<file path="src/rtl/biu_pkg.sv">
// Shared types for the 8088 bus interface bank: bus states, cycle kinds,
// segment selectors and the default instruction-queue depth.
package biu_pkg;
  localparam int QUEUE_DEPTH_DEF = 4;

  typedef enum logic [2:0] {TI, T1, T2, T3, TW, T4, TH} bus_state_t;
  typedef enum logic [2:0] {FETCH, MEM_RD, MEM_WR, IO_RD, IO_WR, INTA_CYC} cyc_t;

  localparam logic [1:0] SEG_CS = 2'b00;
  localparam logic [1:0] SEG_DS = 2'b01;
  localparam logic [1:0] SEG_ES = 2'b10;
  localparam logic [1:0] SEG_SS = 2'b11;

  function automatic cyc_t eu_cyc(input logic wr, input logic io);
    case ({io, wr})
      2'b00:   return MEM_RD;
      2'b01:   return MEM_WR;
      2'b10:   return IO_RD;
      default: return IO_WR;
    endcase
  endfunction
endpackage

</file>
<file path="src/rtl/biu_prefetch_ptr.sv">
// Prefetch pointer and queue-occupancy tracking; decides whether another
// instruction fetch may be started.
module biu_prefetch_ptr import biu_pkg::*; #(
  parameter int QUEUE_DEPTH = QUEUE_DEPTH_DEF
) (
  input  logic        clk,
  input  logic        rst_n,
  input  logic        queue_ena_i,
  input  logic        q_pop_i,
  input  logic        q_flush_i,
  input  logic [15:0] flush_ip_i,
  input  logic        fetch_busy_i,
  output logic [15:0] ip_o,
  output logic        queue_clr_o,
  output logic        fetch_ok_o
);
  localparam int CNT_W = $clog2(QUEUE_DEPTH + 1);

  logic [CNT_W-1:0] count_q, count_d;
  logic [15:0]      ip_q, ip_d;
  logic             clr_q;
  logic             pop_eff;

  assign pop_eff = q_pop_i && (count_q != '0);

  always_comb begin
    count_d = count_q;
    ip_d    = ip_q;
    if (q_flush_i) begin
      count_d = '0;
      ip_d    = flush_ip_i;
    end else begin
      if (queue_ena_i) ip_d = ip_q + 16'd1;
      if (queue_ena_i && !q_pop_i && (count_q != CNT_W'(QUEUE_DEPTH)))
        count_d = count_q + CNT_W'(1);
      else if (!queue_ena_i && pop_eff)
        count_d = count_q - CNT_W'(1);
    end
  end

  always_ff @(posedge clk or negedge rst_n) begin
    if (!rst_n) begin
      count_q <= '0;
      ip_q    <= '0;
      clr_q   <= 1'b0;
    end else begin
      count_q <= count_d;
      ip_q    <= ip_d;
      clr_q   <= q_flush_i;
    end
  end

  // A fetch already on the bus reserves its queue slot before it lands.
  assign fetch_ok_o  = ((int'(count_q) + int'(fetch_busy_i)) < QUEUE_DEPTH) && !q_flush_i;
  assign ip_o        = ip_q;
  assign queue_clr_o = clr_q;
endmodule

</file>
<file path="src/rtl/biu_bus_ctrl.sv">
// 8088 bus-cycle sequencer (T1..T4/TW/TH) with HOLD/INTA/EU/prefetch
// arbitration and address-generator programming.
module biu_bus_ctrl import biu_pkg::*; #(
  parameter int QUEUE_DEPTH = QUEUE_DEPTH_DEF
) (
  input  logic        clk,
  input  logic        rst_n,
  input  logic        eu_req_i,
  input  logic        eu_wr_i,
  input  logic        eu_io_i,
  input  logic [1:0]  eu_seg_i,
  input  logic [2:0]  eu_m1_i,
  input  logic [15:0] eu_desp_i,
  input  logic [7:0]  eu_wdata_i,
  output logic        eu_ack_o,
  output logic [7:0]  eu_rdata_o,
  input  logic        q_pop_i,
  input  logic        q_flush_i,
  input  logic [15:0] flush_ip_i,
  output logic [15:0] ip_o,
  output logic        queue_ena_o,
  output logic        queue_clr_o,
  output logic        op_o,
  output logic [1:0]  seg_sel_o,
  output logic [2:0]  m1_sel_o,
  output logic [15:0] desp_o,
  output logic        ale_o,
  output logic        rd_o,
  output logic        wr_o,
  output logic        den_o,
  output logic        dtr_o,
  output logic        iom_o,
  output logic        ad_oe_o,
  output logic [7:0]  ad_do_o,
  input  logic [7:0]  ad_di_i,
  input  logic        ready_i,
  input  logic        hold_i,
  output logic        hlda_o,
  input  logic        intr_i,
  output logic        inta_o,
  output logic [7:0]  int_vec_o,
  output logic        int_vld_o
);
  bus_state_t  state_q;
  cyc_t        cyc_q, arb_cyc;
  logic        kill_q, armed_q;
  logic        ale_q, rd_q, wr_q, den_q, dtr_q, iom_q, ad_oe_q, hlda_q, inta_q;
  logic        queue_ena_q, eu_ack_q, int_vld_q, op_q;
  logic [1:0]  seg_sel_q;
  logic [2:0]  m1_sel_q;
  logic [15:0] desp_q;
  logic [7:0]  ad_do_q, eu_rdata_q, int_vec_q;
  logic        fetch_busy, fetch_ok, data_req, arb_go, arb_hold, cyc_is_wr;

  biu_prefetch_ptr #(.QUEUE_DEPTH(QUEUE_DEPTH)) u_pf (
    .clk          (clk),
    .rst_n        (rst_n),
    .queue_ena_i  (queue_ena_q),
    .q_pop_i      (q_pop_i),
    .q_flush_i    (q_flush_i),
    .flush_ip_i   (flush_ip_i),
    .fetch_busy_i (fetch_busy),
    .ip_o         (ip_o),
    .queue_clr_o  (queue_clr_o),
    .fetch_ok_o   (fetch_ok)
  );

  assign fetch_busy = (cyc_q == FETCH) && !kill_q && (state_q != TI) && (state_q != TH);
  // EU_REQ is still high during the T4 that acknowledges it; do not restart it.
  assign data_req   = eu_req_i && !((state_q == T4) && (cyc_q != FETCH) && (cyc_q != INTA_CYC));
  assign cyc_is_wr  = (cyc_q == MEM_WR) || (cyc_q == IO_WR);

  always_comb begin
    arb_go   = 1'b1;
    arb_hold = 1'b0;
    arb_cyc  = FETCH;
    if (hold_i) begin
      arb_hold = 1'b1;
      arb_go   = 1'b0;
    end else if (intr_i && armed_q) arb_cyc = INTA_CYC;
    else if (data_req)              arb_cyc = eu_cyc(eu_wr_i, eu_io_i);
    else if (!fetch_ok)             arb_go  = 1'b0;
  end

  always_ff @(posedge clk or negedge rst_n) begin
    if (!rst_n) begin
      state_q <= TI;          cyc_q <= FETCH;       kill_q <= 1'b0;  armed_q <= 1'b1;
      ale_q <= 1'b0;          rd_q <= 1'b1;         wr_q <= 1'b1;    den_q <= 1'b1;
      dtr_q <= 1'b0;          iom_q <= 1'b0;        ad_oe_q <= 1'b0; ad_do_q <= '0;
      hlda_q <= 1'b0;         inta_q <= 1'b0;       queue_ena_q <= 1'b0;
      eu_ack_q <= 1'b0;       int_vld_q <= 1'b0;    op_q <= 1'b0;    seg_sel_q <= SEG_CS;
      m1_sel_q <= '0;         desp_q <= '0;         eu_rdata_q <= '0; int_vec_q <= '0;
    end else begin
      ale_q       <= 1'b0;
      queue_ena_q <= 1'b0;
      eu_ack_q    <= 1'b0;
      int_vld_q   <= 1'b0;
      if (!intr_i) armed_q <= 1'b1;
      if (q_flush_i && (state_q inside {T1, T2, T3, TW})) kill_q <= 1'b1;
      case (state_q)
        TI, T4: begin
          rd_q <= 1'b1; wr_q <= 1'b1; den_q <= 1'b1; ad_oe_q <= 1'b0; inta_q <= 1'b0;
          if (arb_hold) begin
            state_q <= TH; hlda_q <= 1'b1; dtr_q <= 1'b0; iom_q <= 1'b0;
          end else if (arb_go) begin
            state_q <= T1;
            cyc_q   <= arb_cyc;
            ale_q   <= 1'b1;
            kill_q  <= 1'b0;
            dtr_q   <= 1'b0;
            iom_q   <= (arb_cyc == IO_RD) || (arb_cyc == IO_WR);
            if (arb_cyc == FETCH) op_q <= 1'b0;
            else if (arb_cyc != INTA_CYC) begin
              op_q <= 1'b1; seg_sel_q <= eu_seg_i; m1_sel_q <= eu_m1_i; desp_q <= eu_desp_i;
            end
          end else begin
            state_q <= TI; dtr_q <= 1'b0; iom_q <= 1'b0;
          end
        end
        // Strobe phase: direction and data driver set up for the transfer.
        T1: begin
          state_q <= T2;
          den_q   <= 1'b0;
          if (cyc_q == INTA_CYC) inta_q <= 1'b1;
          else if (cyc_is_wr) begin
            wr_q <= 1'b0; dtr_q <= 1'b1; ad_oe_q <= 1'b1; ad_do_q <= eu_wdata_i;
          end else rd_q <= 1'b0;
        end
        T2: state_q <= T3;
        T3, TW: begin
          if (!ready_i) state_q <= TW;
          else begin
            state_q <= T4;
            rd_q <= 1'b1; wr_q <= 1'b1; den_q <= 1'b1; ad_oe_q <= 1'b0; inta_q <= 1'b0;
            case (cyc_q)
              FETCH:         queue_ena_q <= !kill_q && !q_flush_i;
              INTA_CYC:      begin int_vec_q <= ad_di_i; int_vld_q <= 1'b1; armed_q <= 1'b0; end
              MEM_RD, IO_RD: begin eu_rdata_q <= ad_di_i; eu_ack_q <= 1'b1; end
              default:       eu_ack_q <= 1'b1;
            endcase
          end
        end
        TH: if (!hold_i) begin state_q <= TI; hlda_q <= 1'b0; end
        default: state_q <= TI;
      endcase
    end
  end

  assign eu_ack_o = eu_ack_q;    assign eu_rdata_o = eu_rdata_q;  assign queue_ena_o = queue_ena_q;
  assign op_o = op_q;            assign seg_sel_o = seg_sel_q;    assign m1_sel_o = m1_sel_q;
  assign desp_o = desp_q;        assign ale_o = ale_q;            assign rd_o = rd_q;
  assign wr_o = wr_q;            assign den_o = den_q;            assign dtr_o = dtr_q;
  assign iom_o = iom_q;          assign ad_oe_o = ad_oe_q;        assign ad_do_o = ad_do_q;
  assign hlda_o = hlda_q;        assign inta_o = inta_q;          assign int_vec_o = int_vec_q;
  assign int_vld_o = int_vld_q;
endmodule

</file>
<file path="config.mk">
export PLATFORM = sky130hd
export DESIGN_NAME = biu_bus_ctrl
export DESIGN_NICKNAME = d
export VERILOG_FILES = /design/src/rtl/biu_pkg.sv /design/src/rtl/biu_prefetch_ptr.sv /design/src/rtl/biu_bus_ctrl.sv
export SDC_FILE = /design/constraint.sdc
export NUM_CORES = 1
export LEC_CHECK = 0
export BUFFER_PORTS_ARGS = -buffer_cell sky130_fd_sc_hd__buf_2
export CAP_MARGIN = 15
export CORE_MARGIN = 1.5
export CORE_UTILIZATION = 35
export CTS_BUF_LIST = sky130_fd_sc_hd__clkbuf_4 sky130_fd_sc_hd__clkbuf_8
export CTS_CLUSTER_SIZE = 24
export DETAILED_ROUTE_END_ITERATION = 16
export SYNTH_ARGS = -nofsm -noshare
export SYNTH_HDL_FRONTEND = slang
export SYNTH_SLANG_ARGS = --single-unit
</file>
<file path="constraint.sdc">
create_clock -name clk -period 2.2 [get_ports clk]
set_input_delay 0.22 -clock clk [delete_from_list [all_inputs] [get_ports clk]]
set_output_delay 0.22 -clock clk [all_outputs]
set_load 0.01 [all_outputs]
</file>
# Yosys cells after proc, flatten, opt, wreduce, memory -nomap -nowiden
# Cells that the tools add are included.
# word_totals
out_inout_bits,75
latch_bits,0
word_cells,172
rom_bits,0
in_bits,63
n_memories,0
reg_bits,86
ram_bits,0
# classes
div_mod_pow,0
n_reduce_logical,51
order_cmp,1
n_shift,0
addsub,4
n_bitwise,3
n_eq_ne,26
muxes,61
multipliers,0
# op_table
cell,count
1-bit two-way mux,42
32-bit by 4-bit < comparator with 1-bit output (second input constant),1
16-bit two-way mux,2
3-bit two-way mux,8
3-bit AND reduction,7
3-bit equality test (second input constant),6
16-bit by 1-bit adder with 16-bit output (second input constant),1
3-bit by 2-bit equality test with 1-bit output (second input constant),5
1-bit one-hot mux with 3 select lines,5
3-bit one-hot mux with 5 select lines,1
3-bit nonzero test,5
1-bit logical AND,14
2-bit inequality test (second input constant),6
3-bit inequality test (second input constant),4
4-bit AND reduction,3
3-bit zero test,3
3-bit one-hot mux with 3 select lines,1
2-bit nonzero test,4
2-bit OR reduction,4
3-bit by 1-bit equality test with 1-bit output (second input constant),2
1-bit zero test,5
5-bit AND reduction,1
3-bit by 1-bit adder with 4-bit output,1
1-bit one-hot mux with 2 select lines,2
10 further kinds,13

# Longest topological paths before layout
# Gate-level depths: netlist (run 1).
# logic_depth
word_depth,14
ltp_mapped,8
mapped_depth_nobuf,7

# Cells and area by module
# Synthesis (run 1) repeated with hierarchy kept, for this count alone.
# unflattened
cells_unflattened,344
area_unflattened_um2,4072.7
# by_module_without_submodules
mod,cells_per_inst,area_per_inst_um2,n_inst
biu_bus_ctrl,221,2956.6,1
biu_prefetch_ptr,123,1116.1,1

# Least setup slack after synthesis (run 1)
# OpenSTA, ideal clock, no wires.
# synth_path
path_kind,input port to flip-flop
start,input eu_wr_i
end,register desp_q[0] (netlist: desp_o[0])
path_slack_ns,0.455
setup_time_ns,0.125
path_stages,7
t_arrival_ns,1.620
cell_sequence,inv_1 -> ha_1 -> nor2_1 -> xor2_1 -> a211oi_4 -> buf_6 -> mux2_4
# synth_via
elab_chain_len,8
# synth_rtl
item,line_no,text
"start, declared",biu_bus_ctrl.sv:9,"input logic eu_wr_i,"
2-bit equality test (tied with other cells),biu_pkg.sv:15,"case ({io, wr})"
3-bit one-hot mux with 3 select lines (*),biu_pkg.sv:15,
3-bit two-way mux (*),biu_bus_ctrl.sv:81,"else if (data_req) arb_cyc = eu_cyc(eu_wr_i, eu_io_i);"
3-bit two-way mux (*),biu_bus_ctrl.sv:80,end else if (intr_i && armed_q) arb_cyc = INTA_CYC;
3-bit two-way mux (*),biu_bus_ctrl.sv:77,if (hold_i) begin
3-bit zero test,biu_bus_ctrl.sv:112,if (arb_cyc == FETCH) op_q <= 1'b0;
1-bit inverter (no line),n/a,
5-bit AND reduction (no line) (*),n/a,
"end signal, assigned",biu_bus_ctrl.sv:92,m1_sel_q <= '0; desp_q <= '0; eu_rdata_q <= '0; int_vec_q <= '0;
"end signal, assigned",biu_bus_ctrl.sv:114,op_q <= 1'b1; seg_sel_q <= eu_seg_i; m1_sel_q <= eu_m1_i; desp_q <= eu_desp_i;
"end, declared",biu_bus_ctrl.sv:51,logic [15:0] desp_q;
# Mark *: on every way between the ends. The rest lies on a longest branch, timed or not.
# A chain may end at the register's enable or synchronous reset.

# Worst setup path in the final report (run 1)
# layout_path
start,register state_q[0]
end,register desp_q[5] (netlist: desp_o[5])
# layout_via
elab_chain_len,11
# layout_rtl
item,line_no,text
"start, declared",biu_bus_ctrl.sv:44,bus_state_t state_q;
"start signal, assigned",biu_bus_ctrl.sv:87,state_q <= TI; cyc_q <= FETCH; kill_q <= 1'b0; armed_q <= 1'b1;
"start signal, assigned",biu_bus_ctrl.sv:104,state_q <= TH; hlda_q <= 1'b1; dtr_q <= 1'b0; iom_q <= 1'b0;
"start signal, assigned",biu_bus_ctrl.sv:106,state_q <= T1;
3-bit nonzero test or 3-bit equality test (tied branches),"biu_bus_ctrl.sv:68, biu_bus_ctrl.sv:70, biu_bus_ctrl.sv:100",
"1-bit logical AND, on equally long branches (2 in series)","biu_bus_ctrl.sv:68, biu_bus_ctrl.sv:70",
3-bit by 1-bit adder with 4-bit output or 1-bit zero test (tied branches),"biu_prefetch_ptr.sv:54, biu_bus_ctrl.sv:70",
32-bit by 4-bit < comparator with 1-bit output or 1-bit logical AND (tied branches),"biu_prefetch_ptr.sv:54, biu_bus_ctrl.sv:70",
1-bit logical AND or 3-bit two-way mux (tied branches),"biu_prefetch_ptr.sv:54, biu_bus_ctrl.sv:81",
1-bit two-way mux or 3-bit two-way mux (tied branches),"biu_bus_ctrl.sv:82, biu_bus_ctrl.sv:80",
1-bit two-way mux or 3-bit two-way mux (tied branches),"biu_bus_ctrl.sv:81, biu_bus_ctrl.sv:77",
1-bit two-way mux or 3-bit zero test (tied branches),"biu_bus_ctrl.sv:80, biu_bus_ctrl.sv:112",
1-bit two-way mux or 1-bit inverter (tied branches),n/a,
5-bit AND reduction (no line) (*),n/a,
# Marks and branches as above.

==> out/summary.txt, run 1 <==
DP Worst Slack -> 0.2205 ns
Setup TNS -> 0 ns
Iteration-0 DRC Markers -> 134
Worst EP required -> 2.44 ns
First-pass GRT wire length -> 15320 µm
Hold Vio Cnt, Final -> 0
Area after DPL -> 0.004992 mm²
Vias in the first global route -> 3089
Num rows -> 39
Util after Layout -> 45.44%
Clk sink count -> 86
DP Wirelength -> 6754 µm
RSZ-0062 raised after global routing -> false
Placer congestion estimate -> 0.8299
Layout cell share with drive strength beyond 1 -> 44.18%
Synthesized area -> 0.004125 mm²
Crit-path max FO -> 22
Mapped Cells -> 351
Clk pwr share -> 18.8%
Power density over the cells -> 1182 mW/mm²
Combinational share of power -> 39.0%
Clk_lat worst skew -> 0.36 ns
Die ar. -> 0.01245 mm²
Status -> finished, final reports clean
Setup Skew -> 0.007220 ns
Antenna diodes -> 0
P_int -> 4023 µW
Final hold slack -> 0.03810 ns
Mean Syn Cell Area -> 11.75 µm²
Sequential power share -> 42.2%
DIE WIDTH -> 111.6 µm
Ports -> 138
Seq cells post-synth -> 86
Post-synth top area share -> 49.74%
CP endpoint kind -> flip-flop
Final Max Slew Viols -> 0
Placeable Area -> 0.01147 mm²
Area grow syn2layout -> 26.33%
Initial Util -> 35.97%
Remaining Overflow, GRT -> 0
# DRC -> 0
Total GRT Usage -> 15.32%
Final setup violation count -> 0
Min Tclk post-route -> 2.032 ns
Root Driver -> clkbuf_8
Nets@finish -> 561
CTS buffer count -> 9
Primary FF master, synth -> dfrtp_1
Arr. time, crit path -> 2.27 ns
Sw Share -> 34.67%
Post-synth EDFFs -> 0
Synth area leaders -> dfrtp_1 50%, mux2_4 6.9%, mux2_2 6.3%, o21ai_0 3.0%, dfstp_2 2.5%
Largest net degree at the start of global routing -> 42
Worst Slack Setup Final -> 0.1676 ns
Final worst path period share -> 92.38%
Cell area after layout -> 0.005211 mm²
Worst VDD drop -> 0.5147 mV
Max Cap Violations -> 0
Leak pwr -> 0.002519 µW
CTS tree -> done
Psw -> 2135 µW
Die height -> 111.6 µm
Worst Setup Start Kind -> flip-flop
Total Wirelength -> 9162 µm
Buffers on Ports -> 137
Hold crit path type -> input pin to flip-flop
Worst Setup Path Type -> flip-flop to flip-flop
Worst-Margin Slew -> 0.6338 ns
Per-cell routed wire length -> 14.29 µm
TritonRoute pass-1 iters -> 4
ANT nets after route -> 0
Worst slew margin -> 57.75%
Initial antenna violation count -> 0
H-tree levels -> 3
Ys async rst share -> 100.0%
Vias post-DR -> 3130
Post-synth cell types -> 60
Leading area contributor after synthesis -> dfrtp_1
Via-per-instance ratio -> 4.883
Clock-pin transition on the worst setup and hold timing paths -> 0.08 ns
Seq/Total Area, Yosys -> 52.29%
Synth Net Count -> 419
Number of synthesis warnings -> 0
CTS Buffer Depth -> 2
Peak Freq -> 492.0 MHz
[routing by layer]
metal	vias to the layer above	part of all wire (%)	global-route usage, %
met2	88	46	23.11
met3	16	5.0	3.103
met5	-	0	0
met1	1506	47	20.75
met4	0	2.4	8.354
li1	1520	-	-
[flip-flops by register name, summed over array words and instances, names as in the netlist, 2 cells and up]
register / count
m1_sel_o: 3
cyc_q: 3
ad_do_o: 8
desp_o: 16
int_vec_o: 8
u_pf.ip_o: 16
u_pf.count_q: 3
state_q: 3
seg_sel_o: 2
eu_rdata_o: 8
[worst max-delay path, cell delays in order (launching register included)]
cell	delay (ns)
dfrtp_1	0.68
nand3b_1	0.29
a32oi_4	0.36
a211oi_4	0.07
buf_12	0.19
mux2_4	0.31
[layout by cell type, fill, tap and decap left out, drive strengths merged, types with 2 or more instances in the layout]
cell type / Yosys / routed
clkbuf: 7 / 13
nor2: 18 / 18
nand2b: 8 / 8
nor4: 6 / 6
nor3: 5 / 5
nand3: 8 / 8
nand2: 28 / 28
a21oi: 13 / 13
a32o: 2 / 2
o31ai: 4 / 4
o21ai: 26 / 26
o211ai: 2 / 2
mux2: 45 / 45
and3: 3 / 3
ha: 4 / 4
xnor2: 12 / 12
a32oi: 2 / 2
a211oi: 2 / 2
dfstp: 4 / 4
nand4: 4 / 4
a31oi: 3 / 3
a221oi: 2 / 2
o311ai: 2 / 2
inv: 16 / 16
buf: 9 / 146
nor3b: 2 / 2
nand3b: 3 / 3
xor2: 9 / 9
dfrtp: 82 / 82
[per-stage QoR]
stage | cells | total power (µW)
after floorplan | 351 | 4163
after global placement | 624 | 4986
after detailed placement | 624 | 5040
after CTS | 641 | 6255
after global routing | 641 | 6573
final | 641 | 6158
[final timing paths]
check / startpoint / to / slack [ns] / cells after the start
min in group asynchronous: rst_n / eu_rdata_o[7] / 0.35 / 2
max in group asynchronous: rst_n / u_pf.ip_o[11] / 1.23 / 3
max reg2reg: state_q[0] / desp_o[5] / 0.17 / 5
min: intr_i / armed_q / 0.04 / 2
min reg2reg: wr_o / wr_o / 0.47 / 2
max: state_q[0] / desp_o[5] / 0.17 / 5
[power by group through the flow]
stage	Clock, µW	Combinational [µW]	Sequential (µW)
6_report	1160	2400	2600
5_1_grt	1280	2610	2680
4_1_cts	1230	2430	2600
3_5_place_dp	0	2420	2620
3_3_place_gp	0	2380	2610
2_1_floorplan	0	1410	2750
[cells in the mapped netlist, drive strengths merged (2+ instances only)]
cell	number
dfrtp	82
mux2	45
nand2	28
o21ai	26
nor2	18
inv	16
a21oi	13
xnor2	12
buf	9
xor2	9
nand2b	8
nand3	8
clkbuf	7
nor4	6
nor3	5
dfstp	4
ha	4
nand4	4
o31ai	4
a31oi	3
and3	3
nand3b	3
a211oi	2
a221oi	2
a32o	2
a32oi	2
nor3b	2
o211ai	2
o311ai	2
[cells by family after synthesis]
| kind of cell | count (synthesis) | synth area share (%) |
|---|---|---|
| AOI/OAI and AO/OA | 69 | 11.56 |
| buffers and inverters | 32 | 3.700 |
| DFF | 86 | 52.29 |
| muxes | 46 | 14.26 |
| xor gates and xnor gates | 21 | 4.641 |
| adders and majority gates | 6 | 1.941 |
| and+or+nand+nor | 91 | 11.62 |
[layout make-up]
cell class,count,area [µm²]
Timing Repair Buffer,147,790.8
Clock inverter,3,42.54
Fill cell,1069,6256
Multi-Input combinational cell,233,1815
Inverter,16,60.06
Tap cell,143,178.9
Clock buffer,13,166.4
Sequential cell,86,2157
[repair_timing]
action                    in CTS  in global routing
gates resized for setup        0                  0
setup buffers                  0                  0
hold buffers                   1                  0
hold endpoints to repair      31                  0
No activity file was read; power rests on OpenSTA's default activity.
==> inputs of run 2 (changes only) <==
--- a/config.mk
+++ b/config.mk
@@ -8,10 +8,12 @@
 export BUFFER_PORTS_ARGS = -buffer_cell sky130_fd_sc_hd__buf_2
 export CAP_MARGIN = 15
 export CORE_MARGIN = 1.5
-export CORE_UTILIZATION = 35
+export CORE_UTILIZATION = 42
 export CTS_BUF_LIST = sky130_fd_sc_hd__clkbuf_4 sky130_fd_sc_hd__clkbuf_8
 export CTS_CLUSTER_SIZE = 24
 export DETAILED_ROUTE_END_ITERATION = 16
+export PLACE_DENSITY = 0.69
 export SYNTH_ARGS = -nofsm -noshare
 export SYNTH_HDL_FRONTEND = slang
+export SYNTH_HIERARCHICAL = 1
 export SYNTH_SLANG_ARGS = --single-unit
==> run 2 against run 1 <==
Net effect:
- non-clock buffer count shrank 2
- sequential share of layout area grew 0.56 points
- sequential cell count is the same
- cell count shrank 3.3%
- hold slack is essentially flat
- die area shrank 17%
- synthesized area shrank 1.3%
- worst setup slack lost 0.030 ns
- critical endpoint is now state_q[0]
- largest power group unchanged
==> out/summary.txt, run 2 <==
Status -> finished, final reports clean
Per-cell routed wire length -> 14.26 µm (-0.21%)
Leak pwr -> 0.002499 µW (-0.79%)
Initial Util -> 43.66% (+7.7 points)
DP Wirelength -> 6378 µm (-5.6%)
Min Tclk post-route -> 2.063 ns (+0.03043 ns)
Area after DPL -> 0.004891 mm² (-2.0%)
Total GRT Usage -> 17.51% (+2.2 points)
Synth Net Count -> 412 (-1.7%)
Placeable Area -> 0.009328 mm² (-19%)
Worst Setup Path Type -> flip-flop to flip-flop
TritonRoute pass-1 iters -> 4 (unchanged)
ANT nets after route -> 0 (unchanged)
Commonest cells after routing, fill and taps aside -> 136 x buf_2, 82 x dfrtp_1, 26 x o21ai_0
Peak Freq -> 484.8 MHz (-1.5%)
Nets@finish -> 554 (-1.2%)
Hold crit path type -> input pin to flip-flop
Ys async rst share -> 100.0% (unchanged)
Register-to-register setup slack -> 0.14 ns (-0.03 ns)
Arr. time, crit path -> 2.31 ns (+0.04 ns)
Largest net degree at the start of global routing -> 55 (+31%)
Area grow syn2layout -> 26.24% (about the same)
Seq cells post-synth -> 86 (unchanged)
H-tree levels -> 3 (unchanged)
CTS tree -> done
Ports -> 138 (unchanged)
Cell area after layout -> 0.005141 mm² (-1.3%)
Buffers on Ports -> 137 (unchanged)
Antenna diodes -> 0 (unchanged)
Seq/Total Area, Yosys -> 52.96% (+0.67 points)
Synthesized area -> 0.004073 mm² (-1.3%)
CTS Buffer Depth -> 2 (unchanged)
Initial antenna violation count -> 0 (unchanged)
Worst-Margin Slew -> 0.7031 ns (+0.06932 ns)
Number of synthesis warnings -> 6 (+6)
Mapped Cells -> 344 (-2.0%)
Max Cap Violations -> 0 (unchanged)
Setup Skew -> 0.01366 ns (+0.006436 ns)
Final worst path period share -> 93.76% (+1.4 points)
Vias post-DR -> 3079 (-1.6%)
Final hold slack -> 0.03767 ns (-0.0004327 ns)
CP endpoint kind -> flip-flop
First-pass GRT wire length -> 14050 µm (-8.3%)
Remaining Overflow, GRT -> 0 (unchanged)
DIE WIDTH -> 101.5 µm (-9.0%)
Worst reg2reg path startpoint -> cyc_q[2]
Synth top cells by count -> 82 x dfrtp_1, 26 x o21ai_0, 23 x mux2_2, 23 x nand2_1, 21 x nor2_1
Post-synth EDFFs -> 0 (unchanged)
Post-synth top area share -> 50.38% (+0.64 points)
RSZ-0062 raised after global routing -> false
FF-to-FF End -> state_q[0]
Total Wirelength -> 8843 µm (-3.5%)
Mean Syn Cell Area -> 11.84 µm² (+0.74%)
Worst VDD drop -> 0.4554 mV (-12%)
Die height -> 101.5 µm (-9.0%)
Crit-path max FO -> 6 (-73%)
Layout cell share with drive strength beyond 1 -> 44.20% (about the same)
# fillers -> 832 (-22%)
Primary FF master, synth -> dfrtp_1
Worst Setup Start Kind -> flip-flop
# DRC -> 0 (unchanged)
Worst EP required -> 2.44 ns (about the same)
Clock-pin transition on the worst setup and hold timing paths -> 0.08 ns (about the same)
Setup TNS -> 0 ns (unchanged)
Most numerous cell in the Yosys netlist -> dfrtp_1
Num rows -> 35 (-10%)
Worst slew margin -> 53.13% (-4.6 points)
Root Driver -> clkbuf_8
Clk_lat worst skew -> 0.36 ns (about the same)
CTS buffer count -> 9 (unchanged)
Cell depth of the worst flop-to-flop path -> 5 (unchanged)
Iteration-0 DRC Markers -> 125 (-6.7%)
Hold Vio Cnt, Final -> 0 (unchanged)
Die ar. -> 0.01030 mm² (-17%)
Final setup violation count -> 0 (unchanged)
Final Max Slew Viols -> 0 (unchanged)
Leading area contributor after synthesis -> dfrtp_1
Placer congestion estimate -> 0.8520 (+2.7%)
Vias in the first global route -> 2993 (-3.1%)
Power density over the cells -> 1199 mW/mm² (+1.5%)
CP Capture Point -> state_q[0]
Most common cell after layout, fill and taps aside -> buf_2
Synth area leaders -> dfrtp_1 50%, mux2_4 7.0%, mux2_2 6.4%, o21ai_0 3.2%, dfstp_2 2.6%
Clk sink count -> 86 (unchanged)
Crit. Startpoint -> cyc_q[2]
Post-synth cell types -> 58 (-3.3%)
Via-per-instance ratio -> 4.966 (+1.7%)
run 2: changes by cell type in the layout (fill, tap and decap cells not counted), moves of 3 or more:
cell and change:
nand2_1 -5, a221o_1 +3, nand3_2 -3, nor2_1 +3, o31ai_1 -3, xor2_1 -3
run 2: worst min-delay path by stage:
| stage | from | to | depth (start not counted) |
|---|---|---|---|
| 6_report | intr_i | armed_q | 2 |
| 5_1_grt | flush_ip_i[5] | u_pf/ip_o[5] | 3 |
| 4_1_cts | intr_i | armed_q | 2 |
| 3_5_place_dp | rst_n | u_pf/ip_o[1] | 1 |
| 3_3_place_gp | rst_n | u_pf/ip_o[1] | 1 |
| 2_1_floorplan | rst_n | ad_do_o[0] | 0 |
run 2: logic make-up after synthesis:
family                     synth area share [%]
and+or+nand+nor                           12.38
muxes                                     14.44
adders and majority gates                 1.720
DFF                                       52.96
buffers and inverters                     3.932
xor gates and xnor gates                  3.871
AOI/OAI and AO/OA                         10.69
run 2: layout make-up:
| class | count | area (µm²) | share of cell area [%] |
|---|---|---|---|
| clock buffers | 10 | 137.6 | 2.677 |
| clock inverters | 6 | 91.34 | 1.777 |
| inverters | 17 | 63.81 | 1.241 |
| multi-input cells | 227 | 1767 | 34.36 |
| flip-flops and latches | 86 | 2157 | 41.96 |
| well taps | 129 | 161.4 | 3.139 |
| repair buffers | 145 | 763.2 | 14.85 |
run 2: where the power goes:
group / leakage (µW) / switching, µW / internal (µW)
clock: 0.000117 / 584 / 679
combinational: 0.00132 / 1090 / 1200
sequential: 0.00106 / 434 / 2170
total: 0.00250 / 2110 / 4050
run 2: repair_timing:
| action | in CTS | in global routing |
|---|---|---|
| hold buffers | 1 | 0 |
| resized for setup | 0 | 3 |
| endpoints found under the hold margin | 49 | 0 |
| buffers inserted | 0 | 0 |
| setup endpoints to repair | 0 | 11 |
run 2: stage by stage:
| step | util, % | power [µW] | cells | setup slack, ns |
|---|---|---|---|---|
| final | 55.12 | 6165 | 620 | 0.1372 |
| after global routing | 55.12 | 6615 | 620 | 0.06571 |
| after global placement | 52.43 | 4855 | 603 | 0.1881 |
| after CTS | 55.00 | 6238 | 620 | 0.1302 |
| after detailed placement | 52.43 | 4947 | 603 | 0.1500 |
| after floorplan | - | 4082 | 344 | 0.3473 |
run 2: routing by layer:
layer  routed length [µm]  track usage (%)  vias to the layer above
li1                     -                -                     1501
met4                   61            6.197                        0
met3                  370            4.141                        6
met5                    0                0                        -
met2                 4430            29.12                       72
met1                 3981            22.43                     1500
run 2: worst max-delay path: stages (launching register included):
cell and delay (ns):
dfrtp_1 0.47, or4_1 0.59, nor2_1 0.16, a311oi_2 0.15, o31a_1 0.40, nand2b_1 0.17
